--- config.mk ---
export PLATFORM = sky130hd
export DESIGN_NAME = spdif_frame_sync
export DESIGN_NICKNAME = d
export VERILOG_FILES = /design/src/rtl/spdif_frame_sync.sv
export SDC_FILE = /design/constraint.sdc
export NUM_CORES = 1
export LEC_CHECK = 0
export CORE_ASPECT_RATIO = 0.5
export CORE_MARGIN = 2
export CORE_UTILIZATION = 25
export DETAILED_ROUTE_END_ITERATION = 8
export PLACE_DENSITY = 0.37
export SETUP_SLACK_MARGIN = 0.4
export SLEW_MARGIN = 20
export SYNTH_ARGS = -nofsm -noshare
export SYNTH_HDL_FRONTEND = slang
export SYNTH_SLANG_ARGS = --single-unit
--- constraint.sdc ---
create_clock -name clk_i -period 2.8 [get_ports clk_i]
set_input_delay 0.56 -clock clk_i [delete_from_list [all_inputs] [get_ports clk_i]]
set_output_delay 0.56 -clock clk_i [all_outputs]
set_load 0.01 [all_outputs]
--- src/rtl/spdif_frame_sync.sv ---
// spdif_frame_sync: biphase-mark interval decoder and subframe sequencer.
// Takes per-edge interval classes (1/2/3 UI) and locks onto B/M/W preambles.
// It assembles each 32-slot subframe into a 24-bit sample with V/U/C, a parity
// check, a channel tag and a block-start tag.
module spdif_frame_sync #(
    parameter int LOCK_SUBFRAMES = 4,
    parameter int TIMEOUT        = 64
) (
    input  logic        clk_i,
    input  logic        nrst_i,
    input  logic        one_i,
    input  logic        two_i,
    input  logic        three_i,
    input  logic        ena_i,
    output logic [23:0] sample_o,
    output logic        valid_o,
    output logic        chan_o,
    output logic        block_start_o,
    output logic        v_o,
    output logic        u_o,
    output logic        c_o,
    output logic        parity_err_o,
    output logic        locked_o,
    output logic        code_err_o
);

    localparam int                IDLE_W   = $clog2(TIMEOUT + 1);
    localparam logic [3:0]        LOCK_MAX = 4'(LOCK_SUBFRAMES);
    localparam logic [IDLE_W-1:0] IDLE_MAX = IDLE_W'(TIMEOUT);
    localparam logic [4:0]        LAST_BIT = 5'd27;

    typedef enum logic [2:0] {
        HUNT   = 3'd0,
        PRE    = 3'd1,
        DATA_H = 3'd2,
        DATA_L = 3'd3,
        SYNC   = 3'd4
    } state_t;

    function automatic logic [3:0] lock_inc(input logic [3:0] v);
        return (v >= LOCK_MAX) ? LOCK_MAX : v + 4'd1;
    endfunction

    function automatic logic [IDLE_W-1:0] idle_inc(input logic [IDLE_W-1:0] v);
        return (v >= IDLE_MAX) ? IDLE_MAX : v + IDLE_W'(1);
    endfunction

    state_t            state;
    state_t            state_nxt;
    logic [2:0]        cls_p0;
    logic [1:0]        pre_cnt;
    logic [1:0]        pre_a;
    logic [1:0]        pre_b;
    logic              first;
    logic              cur_w;
    logic              cur_blk;
    logic [4:0]        bit_cnt;
    logic [3:0]        lock_cnt;
    logic [IDLE_W-1:0] idle;
    logic [26:0]       shreg;
    logic              par;

    logic       is_1;
    logic       is_2;
    logic       is_3;
    logic [1:0] cls_code;
    logic       pre_last;
    logic       pre_is_b;
    logic       pre_is_m;
    logic       pre_is_w;
    logic       pre_valid;
    logic       order_ok;
    logic       last_bit;
    logic       timeout;
    logic       publish;

    logic err;
    logic bit_en;
    logic bit_val;
    logic pre_start;
    logic pre_step;
    logic pre_done;
    logic sf_done;

    // Anything other than exactly one class flag is an invalid interval.
    assign is_1     = (cls_p0 == 3'b001);
    assign is_2     = (cls_p0 == 3'b010);
    assign is_3     = (cls_p0 == 3'b100);
    assign cls_code = is_1 ? 2'd1 : is_2 ? 2'd2 : is_3 ? 2'd3 : 2'd0;

    // Preamble patterns after the leading 3-UI interval: B=(1,1,3) M=(3,1,1) W=(2,1,2).
    assign pre_last  = (pre_cnt == 2'd2);
    assign pre_is_b  = (pre_a == 2'd1) && (pre_b == 2'd1) && is_3;
    assign pre_is_m  = (pre_a == 2'd3) && (pre_b == 2'd1) && is_1;
    assign pre_is_w  = (pre_a == 2'd2) && (pre_b == 2'd1) && is_2;
    assign pre_valid = pre_is_b || pre_is_m || pre_is_w;
    // Channels must alternate; the first subframe after HUNT has nothing to compare to.
    assign order_ok  = first || (pre_is_w != cur_w);
    assign last_bit  = (bit_cnt == LAST_BIT);
    assign timeout   = (state != HUNT) && (idle == IDLE_MAX);
    assign publish   = sf_done && (lock_inc(lock_cnt) == LOCK_MAX);
    assign locked_o  = (lock_cnt == LOCK_MAX);

    // State register.
    always_ff @(posedge clk_i or negedge nrst_i) begin
        if (!nrst_i) begin
            state <= HUNT;
        end else begin
            state <= state_nxt;
        end
    end

    // Next-state decode: every violation (or timeout) falls back to HUNT.
    always_comb begin
        state_nxt = state;
        if (timeout) begin
            state_nxt = HUNT;
        end else if (ena_i) begin
            unique case (state)
                HUNT: begin
                    if (is_3) state_nxt = PRE;
                end
                PRE: begin
                    if (pre_last) state_nxt = (pre_valid && order_ok) ? DATA_H : HUNT;
                end
                DATA_H: begin
                    if (is_2)      state_nxt = last_bit ? SYNC : DATA_H;
                    else if (is_1) state_nxt = DATA_L;
                    else           state_nxt = HUNT;
                end
                DATA_L: begin
                    if (is_1) state_nxt = last_bit ? SYNC : DATA_H;
                    else      state_nxt = HUNT;
                end
                SYNC: begin
                    state_nxt = is_3 ? PRE : HUNT;
                end
                default: state_nxt = HUNT;
            endcase
        end
    end

    // Per-edge control strobes derived from the current state and interval class.
    always_comb begin
        err       = 1'b0;
        bit_en    = 1'b0;
        bit_val   = 1'b0;
        pre_start = 1'b0;
        pre_step  = 1'b0;
        pre_done  = 1'b0;
        sf_done   = 1'b0;
        if (timeout) begin
            err = 1'b1;
        end else if (ena_i) begin
            unique case (state)
                HUNT: begin
                    pre_start = is_3;
                end
                PRE: begin
                    if (!pre_last)                  pre_step = 1'b1;
                    else if (pre_valid && order_ok) pre_done = 1'b1;
                    else                            err      = 1'b1;
                end
                DATA_H: begin
                    if (is_2) begin
                        bit_en  = 1'b1;
                        sf_done = last_bit;
                    end else if (!is_1) begin
                        err = 1'b1;
                    end
                end
                DATA_L: begin
                    if (is_1) begin
                        bit_en  = 1'b1;
                        bit_val = 1'b1;
                        sf_done = last_bit;
                    end else begin
                        err = 1'b1;
                    end
                end
                SYNC: begin
                    if (is_3) pre_start = 1'b1;
                    else      err       = 1'b1;
                end
                default: err = 1'b1;
            endcase
        end
    end

    // Control registers: class latch, preamble collector, bit/lock/idle counters, strobes.
    always_ff @(posedge clk_i or negedge nrst_i) begin
        if (!nrst_i) begin
            cls_p0     <= 3'b000;
            pre_cnt    <= 2'd0;
            pre_a      <= 2'd0;
            pre_b      <= 2'd0;
            first      <= 1'b0;
            cur_w      <= 1'b0;
            cur_blk    <= 1'b0;
            bit_cnt    <= 5'd0;
            lock_cnt   <= 4'd0;
            idle       <= '0;
            valid_o    <= 1'b0;
            code_err_o <= 1'b0;
        end else begin
            cls_p0     <= {three_i, two_i, one_i};
            idle       <= ena_i ? '0 : idle_inc(idle);
            valid_o    <= publish;
            code_err_o <= err;

            if (pre_start) begin
                pre_cnt <= 2'd0;
            end else if (pre_step) begin
                pre_cnt <= pre_cnt + 2'd1;
                if (pre_cnt == 2'd0) pre_a <= cls_code;
                else                 pre_b <= cls_code;
            end

            if (pre_start && (state == HUNT)) begin
                first <= 1'b1;
            end else if (pre_done) begin
                first <= 1'b0;
            end

            if (pre_done) begin
                cur_w   <= pre_is_w;
                cur_blk <= pre_is_b;
            end

            if (err || pre_done) begin
                bit_cnt <= 5'd0;
            end else if (bit_en) begin
                bit_cnt <= last_bit ? 5'd0 : bit_cnt + 5'd1;
            end

            if (err) begin
                lock_cnt <= 4'd0;
            end else if (sf_done) begin
                lock_cnt <= lock_inc(lock_cnt);
            end
        end
    end

    // Slot shift register (slots 4..30, first bit ends at index 0) and running parity.
    always_ff @(posedge clk_i) begin
        if (bit_en) begin
            shreg <= {bit_val, shreg[26:1]};
        end
        if (pre_done) begin
            par <= 1'b0;
        end else if (bit_en) begin
            par <= par ^ bit_val;
        end
    end

    // Payload outputs, refreshed only when a completed subframe is published in lock.
    always_ff @(posedge clk_i or negedge nrst_i) begin
        if (!nrst_i) begin
            sample_o      <= 24'h0;
            v_o           <= 1'b0;
            u_o           <= 1'b0;
            c_o           <= 1'b0;
            parity_err_o  <= 1'b0;
            chan_o        <= 1'b0;
            block_start_o <= 1'b0;
        end else if (publish) begin
            sample_o      <= shreg[23:0];
            v_o           <= shreg[24];
            u_o           <= shreg[25];
            c_o           <= shreg[26];
            parity_err_o  <= par ^ bit_val;
            chan_o        <= cur_w;
            block_start_o <= cur_blk;
        end
    end

endmodule

==> impl_metrics.json <==
{
  "diodes": 0,
  "crit_path_end_kind": "register",
  "slew_headroom_pct": 56.3,
  "setup_viol": 0,
  "route.detailed.wl_per_inst_um": 14.1,
  "yosysMostFrequentCell": "dfrtp_1",
  "fmax_mhz": 434,
  "yosys_warnings": 0,
  "power.density_nw_per_um2": 620,
  "grt_pass1_wl_um": 12800,
  "synthMuxAreaShare_pct": 13.5,
  "io_pins": 39,
  "worstMarginPinSlew_ps": 656,
  "die_w_um": 181,
  "worst_r2r_path_depth": 9,
  "synth_cell_types": 54,
  "fin_crit_ps": 2300,
  "leakagePower_nw": 2.16,
  "worstHoldPathType": "input port to asynchronous set/reset pin",
  "r2r_end": "sample_o[0]",
  "die_area_um2": 16800,
  "drt_first_iter_violations": 109,
  "cts_sinks": 91,
  "grt_max_degree": 43,
  "clock_latency_ps": 340,
  "totalPowerFinal_w": 0.00304,
  "synth_top_area_share_pct": 40.2,
  "synth_area_leaders": "dfrtp_1 (40%), edfxtp_1 (21%), mux2_4 (11%)",
  "netlist_instances": 286,
  "irDropWorstVdd_v": 0.000262,
  "detailed_place_hpwl_um": 5210,
  "vias": 2315,
  "path_class": "register to register",
  "drv_slew": 0,
  "detail_route.wirelength_um": 7630,
  "core_region_area_um2": 15400,
  "required_ps": 3030,
  "cts_setup_buffers": 0,
  "reg2reg_from": "idle[0]",
  "ys_ff_latch": 91,
  "synth_edf_count": 27,
  "cts_buffer_depth": 2,
  "globalplace.congestion": 0.793,
  "first_pass_iters": 5,
  "rows": 32,
  "reg2reg_slack_ps": 500,
  "htreeDepth": 3,
  "synth_ff_type": "dfrtp_1",
  "cp.arrival_ps": 2530,
  "hold_violations": 0,
  "clock_skew_ps": 8.76,
  "die_h_um": 92.5,
  "crit_fanout": 26,
  "portBuffers": 38,
  "synth_nets": 299,
  "synthArstFlopShare_pct": 69.2,
  "syn2layout_area_growth_pct": 25.1,
  "synth_common_cells": "dfrtp_1 (63), mux2_4 (28), edfxtp_1 (27)",
  "cts-root-buf": "clkbuf_16",
  "synth_area_leader_cell": "dfrtp_1",
  "synthAdderAreaFrac_pct": 2.23,
  "ant_nets": 0,
  "ys_seq_area_share_pct": 61.4,
  "finalCritPeriodShare_pct": 82.3,
  "fin_hold_ws_ps": 197,
  "synth_top_family_by_area": "multiplexers",
  "tns_ps": 0,
  "initial_utilization_pct": 25.5,
  "grt_pass1_vias": 2463,
  "grt-ovfl-total": 0,
  "synth-simple-area-share_pct": 11.5,
  "numCtsBuffers": 9,
  "synth_area_um2": 3920,
  "holdBufCountCts": 0,
  "synth_compound_area_share_pct": 6.48,
  "synthXorXnorAreaFrac_pct": 1.56,
  "rsz0062_at_grt": "false",
  "synth_area_per_cell_um2": 13.7,
  "status": "completed",
  "antenna_found_initial": 0,
  "cp-start-kind": "register",
  "final_nets": 346,
  "cts-resized-gates": 2,
  "track_usage_pct": 9.75,
  "viasPerCell": 4.27,
  "cts_tree": "done",
  "drc": 0,
  "drive_gt1_share_pct": 22.5,
  "clkTransAtPathRegs_ps": 70,
  "cap_viol_max_count": 0
}
==> through the flow <==
stage	cells	cell area (um2)	util [%]	setup WS, ps
after CTS	542	4890	31.8	448
final	542	4900	31.9	496
after floorplan	286	3920	-	634
after global routing	542	4900	31.9	400
after global placement	526	4560	29.7	388
after detailed placement	526	4560	29.7	373
==> critical path: stages, from the launching register on <==
cell,delay [ps]
dfrtp_1,410
inv_1,70
ha_1,130
nor4b_1,260
buf_4,200
a31o_2,190
and2b_1,240
nand2_2,100
buf_12,230
mux2_2,360
==> cell usage in the layout, fill, tap and decap left out, types with 3 or more instances in the layout <==
master / synthesis / routed
nand3_1: 10 / 10
clkbuf_16: 0 / 9
nor2b_1: 3 / 3
buf_4: 1 / 9
nand3b_1: 5 / 5
inv_1: 15 / 15
nor2_1: 22 / 22
a21oi_1: 9 / 9
dfrtp_1: 63 / 61
o21ai_0: 4 / 4
xnor2_1: 4 / 4
mux2_4: 28 / 28
mux2_2: 8 / 8
a31o_2: 3 / 3
inv_8: 0 / 3
edfxtp_1: 27 / 27
nand2b_1: 4 / 4
nand2_1: 12 / 12
and3_1: 3 / 3
or3b_1: 3 / 3
clkdlybuf4s50_1: 0 / 37
xor2_1: 3 / 3
a22o_1: 4 / 4
ha_1: 7 / 7
==> registers in the layout, indices dropped and copies added, names as in the netlist, 2 cells and up <==
name and flops:
pre_b 2, pre_a 2, state 3, shreg 27, lock_cnt 4, pre_cnt 2
idle 7, cls_p0 3, bit_cnt 5, sample_o 24
==> cells by family (layout without fill, tap and decap cells) <==
group / Yosys count / after routing
AO/OA/AOI/OAI: 35 / 35
flip-flops: 91 / 91
multiplexers: 38 / 38
buffers and inverters: 26 / 78
XOR/XNOR: 7 / 7
AND/OR/NAND/NOR: 82 / 82
adder cells (fa/ha/maj): 7 / 7
==> area by class of cell <==
cell class | instances | area [um2]
inverters | 15 | 56.3
fillers | 1567 | 10500
multi-input cells | 169 | 1410
well taps | 204 | 255
clock buffers | 9 | 225
repair buffers | 47 | 458
flip-flops and latches | 91 | 2410
clock inverters | 7 | 90.1
==> power by group <==
group	internal [W]	switching, W	total (W)
Clock	0.000719	0.000567	0.00129
Sequential	0.00141	0.0000595	0.00147
Combinational	0.000140	0.000140	0.000280
Total	0.00227	0.000766	0.00304
==> worst max-delay path by stage <==
stage                          from          end  cells past startpoint
after floorplan            state[2]     shreg[0]                      4
after CTS                 cls_p0[0]        cur_w                      5
after detailed placement      ena_i    shreg[16]                      4
after global placement    cls_p0[0]        cur_w                      5
after global routing      cls_p0[0]        cur_w                      5
final                       idle[0]  sample_o[0]                      9
==> routing by layer <==
metal | global-route usage, % | part of all wire, % | vias up
met3 | 2.91 | 2.9 | 6
met5 | 0 | 0 | -
met4 | 2.44 | 0.77 | 0
met1 | 12.6 | 51 | 1160
met2 | 16.1 | 45 | 39
li1 | - | - | 1110
Power figures use the tool's default switching activity.
